$ cat src/rtl/y_out_buffer.sv
// y_out_buffer: converts sign-magnitude results to two's complement and buffers them in a drop-on-full FIFO.
module y_out_buffer #(
  parameter int DEPTH = 4,
  parameter int CNTW  = 8
) (
  input  logic                       clk,
  input  logic                       rst,
  input  logic [12:0]                y_in,
  input  logic                       y_valid,
  output logic [13:0]                out_data,
  output logic                       out_valid,
  input  logic                       out_ready,
  output logic [$clog2(DEPTH):0]     level,
  output logic                       overflow,
  output logic [CNTW-1:0]            drop_cnt
);
  localparam int AW = $clog2(DEPTH);
  localparam int LW = AW + 1;
  logic [13:0]   mem [DEPTH];
  logic [AW-1:0] rd_ptr, wr_ptr, rd_nxt;
  logic [LW-1:0] cnt, cnt_nxt;
  logic [13:0]   conv, head_nxt;
  logic          full, push, pop, drop;
  assign out_valid = cnt != '0;
  assign level     = cnt;
  always_comb begin
    conv     = y_in[12] ? 14'd0 - {2'b00, y_in[11:0]} : {2'b00, y_in[11:0]};
    full     = cnt == LW'(DEPTH);
    pop      = out_valid && out_ready;
    push     = y_valid && (!full || pop);
    drop     = y_valid && full && !pop;
    rd_nxt   = pop ? rd_ptr + AW'(1) : rd_ptr;
    cnt_nxt  = cnt + LW'(push) - LW'(pop);
    // head is registered so out_data never depends combinationally on y_in and holds when empty
    head_nxt = cnt_nxt == '0 ? out_data : (push && wr_ptr == rd_nxt) ? conv : mem[rd_nxt];
  end
  always_ff @(posedge clk)
    if (push) mem[wr_ptr] <= conv;
  always_ff @(posedge clk) begin
    if (rst) begin
      rd_ptr   <= '0;
      wr_ptr   <= '0;
      cnt      <= '0;
      out_data <= '0;
      overflow <= 1'b0;
      drop_cnt <= '0;
    end else begin
      if (push) wr_ptr <= wr_ptr + AW'(1);
      rd_ptr   <= rd_nxt;
      cnt      <= cnt_nxt;
      out_data <= head_nxt;
      if (drop) overflow <= 1'b1;
      if (drop && drop_cnt != '1) drop_cnt <= drop_cnt + CNTW'(1);
    end
  end
endmodule
$ cat config.mk
export PLATFORM = sky130hd
export DESIGN_NAME = y_out_buffer
export DESIGN_NICKNAME = d
export VERILOG_FILES = /design/src/rtl/y_out_buffer.sv
export SDC_FILE = /design/constraint.sdc
export NUM_CORES = 1
export LEC_CHECK = 0
export BUFFER_PORTS_ARGS = -buffer_cell sky130_fd_sc_hd__buf_2
export CORE_UTILIZATION = 40
export CTS_BUF_LIST = sky130_fd_sc_hd__clkbuf_4 sky130_fd_sc_hd__clkbuf_8
export CTS_CLUSTER_DIAMETER = 80
export DETAILED_ROUTE_END_ITERATION = 10
export PLACE_DENSITY_LB_ADDON = 0.05
export SYNTH_ARGS = -nofsm -noshare
export SYNTH_HDL_FRONTEND = slang
export SYNTH_SLANG_ARGS = --single-unit
$ cat constraint.sdc
create_clock -name clk -period 3 [get_ports clk]
set_input_delay 0.6 -clock clk [delete_from_list [all_inputs] [get_ports clk]]
set_output_delay 0.6 -clock clk [all_outputs]
set_load 0.02 [all_outputs]
==> flow_summary_export.csv, run 1 <==
group,metric,value,unit
setup_path,critPathBufInv,4,
setup_path,cp.required,3.22,ns
route,vias,2921,
logic_synthesis,yosysWarnings,0,
clock_tree,numCtsBuffers,9,
clock_tree,clkSlewWorstSetupHoldPaths,0.09,ns
logic_synthesis,synth_cells,356,
timing,finalSetupViolCount,0,
setup_path,crit_family,"simple AND/OR/NAND/NOR gates",
finish,antenna_cells,0,
timing,tightest_slew,0.742,ns
power_and_ir_drop,powerDensity,868,nW/um^2
setup_path,cp_max_fo,13,
route,routedWlPerCell,16.8,um
setup_path,end_kind,"flip-flop",
timing,fmaxAchievable,0.354,GHz
setup_path,max_stage_delay,0.35,ns
power_and_ir_drop,p_clk_share,19.3,%
die,rows,36,
logic_synthesis,synth_most_common_cell,"edfxtp_1",
die,fp.dieH,103,um
route,routed_via_density,5.38,
clock_tree,htreeDepth,3,
die,die_area,10700,sq um
timing,hold_viol,0,
logic_synthesis,synth_top_area_cell,"edfxtp_1",
timing,fin_crit_sh,94.1,%
logic_synthesis,post_synth_main_area_contributors,"edfxtp_1 38%, dfxtp_1 14%, xnor2_1 4.3%",
power_and_ir_drop,power.share.switching,36.7,%
setup_path,cp_cell_sequence,"buf_2 -> nor4b_2 -> nor2b_1 -> inv_1 -> ha_4 -> inv_2 -> ha_4 -> fa_2 -> xor2_2 -> xnor2_2 -> nor3_4 -> nor3_4 -> buf_12 -> a221o_1",
finish,fin_nets,431,
worst_hold_path,min-delay-path-class,"reg -> reg",
route,drt-initial-drc-count,95,
power_and_ir_drop,ir_worst_vdd,315,uV
global_route,grt_pass1_vias,2667,
timing,slew_headroom,50.3,%
clock_tree,hold_buffers,0,
clock_tree,cts_tree,"built",
timing,slew_violations,0,
flow_run,maxCapViolations,0,
finish,syn_to_final_growth,16.4,%
setup_path,worstSetupPathType,"in -> reg",
route,drt-total-wl,9130,um
die,num_io_pins,44,
logic_synthesis,syn_avg_cell_area,11.5,sq um
power_and_ir_drop,pwr-share-comb,45.2,%
timing,rsz0062_at_grt,"false",
logic_synthesis,synth_seq_area_share,52.2,%
logic_synthesis,synth_edf_count,52,
status,outcome,"finished clean",
power_and_ir_drop,total_power,4.15,mW
power_and_ir_drop,p_int,2.62,mW
setup_path,crit_arrival,3.05,ns
die,die_w,103,um
placed_design,place.port_buffers,43,
placed_design,place.gp.congestion,0.743,
route,antenna_left,0,
power_and_ir_drop,cellLeakagePower,1.73,nW
logic_synthesis,synth_top_area_share,38.0,%
power_and_ir_drop,pwr-share-seq,35.5,%
clock_tree,ctsLongestPathBuffers,2,
logic_synthesis,synth_flop_cell,"edfxtp_1",
die,start_util,41.6,%
power_and_ir_drop,switchingPower,1.52,mW
setup_path,crit_slowest_cell,"a221o_1",
die,core-area,9860,sq um
logic_synthesis,ys_async_sr_fraction,0,%
global_route,grt_pass1_wl,14100,um
placed_design,dpl.hpwl,5910,um
global_route,grt.total_usage,18.2,%
clock_tree,clk_latency,0.34,ns
logic_synthesis,syn_nets,382,
clock_tree,root_buffer,"clkbuf_8",
global_route,grt-ovfl-total,0,
timing,min_period,2.82,ns
global_route,antenna_found_initial,0,
finish,drive_gt1_share,27.1,%
setup_path,cp-start-kind,"primary input",
logic_synthesis,synthesis.area,4110,sq um
clock_tree,clock-sinks,81,
logic_synthesis,synth_commonest_cells,"52 x edfxtp_1, 29 x dfxtp_1, 29 x nor2_1",
finish,fin_util,48.4,%
logic_synthesis,ys_seq_elements,81,
logic_synthesis,ys_types,43,
timing,finClkSkew,0.0153,ns
global_route,grt_max_degree,56,
route,dr.pass1.iters,4,
route,drc,0,
final cells by class:
| class | count | area, sq um |
|---|---|---|
| clock buffers | 10 | 131 |
| clock inverters | 6 | 67.6 |
| fillers | 903 | 5090 |
| inverters | 11 | 41.3 |
| multi-input cells | 237 | 1800 |
| flip-flops and latches | 81 | 2150 |
| well taps | 133 | 166 |
| repair buffers | 65 | 418 |
registers in the layout, summed over array words and instances, names as in the netlist:
signal and flops:
wr_ptr 2, drop_cnt 8, rd_ptr 2, level 3, overflow 1, out_data 13, mem 52
worst register-to-register path, cell delays in order, from the launching register on:
cell,delay (ns)
dfxtp_2,0.35
nor4b_2,0.17
nor2b_1,0.16
inv_1,0.10
ha_4,0.26
inv_2,0.04
ha_4,0.14
fa_2,0.34
xor2_2,0.16
xnor2_2,0.17
nor3_4,0.24
nor3_4,0.07
buf_12,0.17
a221o_1,0.35
metal layers:
metal  vias to the layer above  track usage, %  routed length, um
met5                         -               0                  0
met4                         0            5.74                 45
met3                         5            2.55                424
met2                        77            29.5               4230
met1                      1412            25.1               4430
li1                       1427               -                  -
what timing repair did:
action	4_1_cts	5_1_grt
gates resized for setup	1	0
endpoints found under the setup margin	13	13
cloned	0	0
buffers inserted	0	2
pin swaps	0	2
endpoints found under the hold margin	0	0
cells in the final DEF (no fill, tap or decap), types with 3 or more instances in the layout:
master	Yosys	final
a221o_1	13	13
a22oi_1	13	13
and2_1	17	17
buf_12	0	3
buf_2	7	43
buf_4	1	19
clkbuf_8	0	9
dfxtp_1	29	26
edfxtp_1	52	52
ha_1	8	6
inv_1	10	9
mux2_2	13	13
nand2_1	11	11
nand3_1	6	6
nand3b_1	14	14
nor2_1	29	29
nor2b_1	4	4
nor3_1	19	19
o221ai_1	13	13
o31ai_1	16	16
or3_1	15	15
xnor2_1	20	19
xor2_1	4	3
kinds of logic after synthesis:
group / synth area share [%]
buffers and inverters: 5.06
DFF: 52.2
muxes: 4.05
xor gates and xnor gates: 5.52
and+or+nand+nor: 17.1
adders and majority gates: 2.93
AOI/OAI and AO/OA: 13.1
path summary, 6_finish.rpt:
check / start / to / slack (ns) / cells past startpoint
min: overflow / overflow / 0.47 / 2
max reg2reg: level[2] / out_data[9] / 0.18 / 13
min reg2reg: overflow / overflow / 0.47 / 2
max: out_ready / out_data[9] / 0.18 / 14
stage by stage:
stage,TNS [ns],std cells,setup WS (ns),instance area (sq um),hold WS [ns]
floorplan,-1.03,356,-0.106,4150,0.544
global placement,-6.43,525,-0.497,4530,0.443
detailed placement,-7.38,525,-0.582,4530,0.455
CTS,0,541,0.00730,4740,0.478
global route,0,543,0.0404,4780,0.502
finish,0,543,0.176,4780,0.472
power groups by stage:
stage	Sequential [mW]	Combinational, mW	Clock, mW
finish	1.47	1.87	0.802
global route	1.49	2.06	0.871
CTS	1.48	1.82	0.827
detailed placement	1.50	1.81	0
global placement	1.50	1.77	0
floorplan	1.58	1.28	0
(Power assumes the default switching activity.)
==> run 2: changes to the inputs <==
Settings changed: CORE_MARGIN set to 4, PLACE_DENSITY set to 0.63, PLACE_DENSITY_LB_ADDON 0.05 to unset.
==> run 2 against run 1 <==
Against the previous run:
- critical endpoint is now out_data[3]
- fmax shrank 0.63%
- highest routed layer unchanged
- core utilization shrank 0.24 points
- first-iteration DRC count grew 29%
- clock skew shrank 0.0075 ns
- power shrank 1.8%
==> flow_summary_export.csv, run 2 (same netlist as run 1, synthesis figures left out) <==
group,metric,value,unit
timing,finClkSkew,0.00789,ns
finish,fin_nets,433,
global_route,grt_pass1_wl,14300,um
finish,final_cell_area,4750,sq um
setup_path,cp.required,3.23,ns
clock_tree,htreeDepth,3,
placed_design,place.gp.congestion,0.750,
setup_path,reg2reg_depth,13,
finish,top_register,"mem",
setup_path,worstSetupPathType,"in -> reg",
finish,drive_gt1_share,27.4,%
die,fp.dieH,109,um
clock_tree,numCtsBuffers,9,
clock_tree,clkSlewWorstSetupHoldPaths,0.08,ns
route,drt-initial-drc-count,123,
setup_path,max_stage_delay,0.45,ns
power_and_ir_drop,total_power,4.07,mW
finish,largest_reg_flops,52,
global_route,grt.total_usage,15.6,%
die,rows,36,
timing,finalSetupTns,0,ns
timing,tightest_slew,0.729,ns
clock_tree,hold_buffers,0,
worst_hold_path,min_delay_path_depth,2,
setup_path,r2r_setup_slack,0.18,ns
setup_path,cp_cell_sequence,"buf_2 -> nor4b_2 -> nor2b_1 -> inv_1 -> ha_4 -> inv_2 -> ha_4 -> fa_2 -> buf_4 -> nor3_4 -> nor3_4 -> buf_12 -> a221o_1",
status,outcome,"finished clean",
finish,fin_util,48.2,%
timing,fin_crit_sh,94.7,%
timing,slew_headroom,51.4,%
power_and_ir_drop,powerDensity,857,nW/um^2
setup_path,worst-path-stages,13,
power_and_ir_drop,ir_worst_vdd,290,uV
setup_path,cp_max_fo,13,
setup_path,cp-start-kind,"primary input",
placed_design,place.port_buffers,43,
die,start_util,41.6,%
timing,fmaxAchievable,0.352,GHz
power_and_ir_drop,cellLeakagePower,1.72,nW
route,antenna_left,0,
setup_path,end_kind,"flip-flop",
flow_run,maxCapViolations,0,
timing,whs,0.470,ns
finish,mostFrequentLayoutCells,"52 x edfxtp_1, 43 x buf_2, 29 x nor2_1",
route,routed_via_density,5.42,
clock_tree,cts_tree,"built",
clock_tree,root_buffer,"clkbuf_8",
die,die_w,109,um
route,drc,0,
clock_tree,clock-sinks,81,
placed_design,dp_slack,-0.563,ns
route,routedWlPerCell,16.2,um
finish,reg.largest.list,"mem: 52 flops, out_data: 13 flops, drop_cnt: 8 flops",
global_route,grt_pass1_vias,2808,
placed_design,dp_cells,524,
route,dr.pass1.iters,4,
setup_path,crit_family,"adder cells",
placed_design,dpl.hpwl,5910,um
finish,antenna_cells,0,
clock_tree,ctsLongestPathBuffers,2,
die,core-area,9860,sq um
global_route,antenna_found_initial,0,
global_route,grt-ovfl-total,0,
route,vias,2954,
timing,setup_slack,0.158,ns
die,die_area,11900,sq um
finish,syn_to_final_growth,15.8,%
setup_path,critPathBufInv,5,
worst_hold_path,min-delay-path-class,"reg -> reg",
timing,hold_viol,0,
timing,finalSetupViolCount,0,
global_route,grt_max_degree,56,
die,num_io_pins,44,
finish,final_common_cell,"edfxtp_1",
route,drt-total-wl,8840,um
placed_design,place_area,4510,sq um
setup_path,crit_arrival,3.07,ns
timing,min_period,2.84,ns
clock_tree,clk_latency,0.34,ns
finish,stdcell_count,545,
timing,rsz0062_at_grt,"false",
timing,slew_violations,0,
setup_path,crit_slowest_cell,"fa_2",
run 2: changes by cell type in the layout (fill, tap and decap cells not counted), moves of 2 or more:
cell,previous run,this run
buf_12,3,1
clkinvlp_4,1,3
clkinv_4,2,0
buf_4,19,23
run 2: path summary, 6_finish.rpt:
kind | startpoint | endpoint
worst max-delay path | out_ready | out_data[3]
worst max register to register | level[2] | out_data[3]
worst min register to register | overflow | overflow
worst min-delay path | overflow | overflow
run 2: where the power goes:
group / internal, mW / leakage, nW / switching (mW)
Sequential: 1.37 / 0.717 / 0.101
Combinational: 0.853 / 0.923 / 1.03
Clock: 0.328 / 0.0824 / 0.387
run 2: tightest hold or removal path, stage by stage, from the launching register on:
cell,delay [ns]
dfxtp_1,0.33
a21oi_1,0.04
nor2_1,0.07
run 2: layout make-up:
cell class / instances / area [sq um]
flip-flops and latches: 81 / 2150
repair buffers: 67 / 408
well taps: 133 / 166
fillers: 892 / 5110
inverters: 11 / 41.3
multi-input cells: 237 / 1810
clock inverters: 5 / 31.3
clock buffers: 11 / 145
run 2: what timing repair did:
| item | in CTS | in global routing |
|---|---|---|
| setup buffers | 2 | 3 |
| pin swaps | 1 | 2 |
| gates resized for setup | 2 | 0 |
| endpoints found under the setup margin | 13 | 13 |
run 2: metal layers:
layer | share of wire [%] | track usage (%) | routed length, um | up-vias
met5 | 0 | 0 | 0 | -
met4 | 1.2 | 4.90 | 110 | 0
met3 | 5.6 | 3.11 | 495 | 10
met2 | 47 | 24.6 | 4150 | 82
met1 | 46 | 21.8 | 4080 | 1428
li1 | - | - | - | 1434
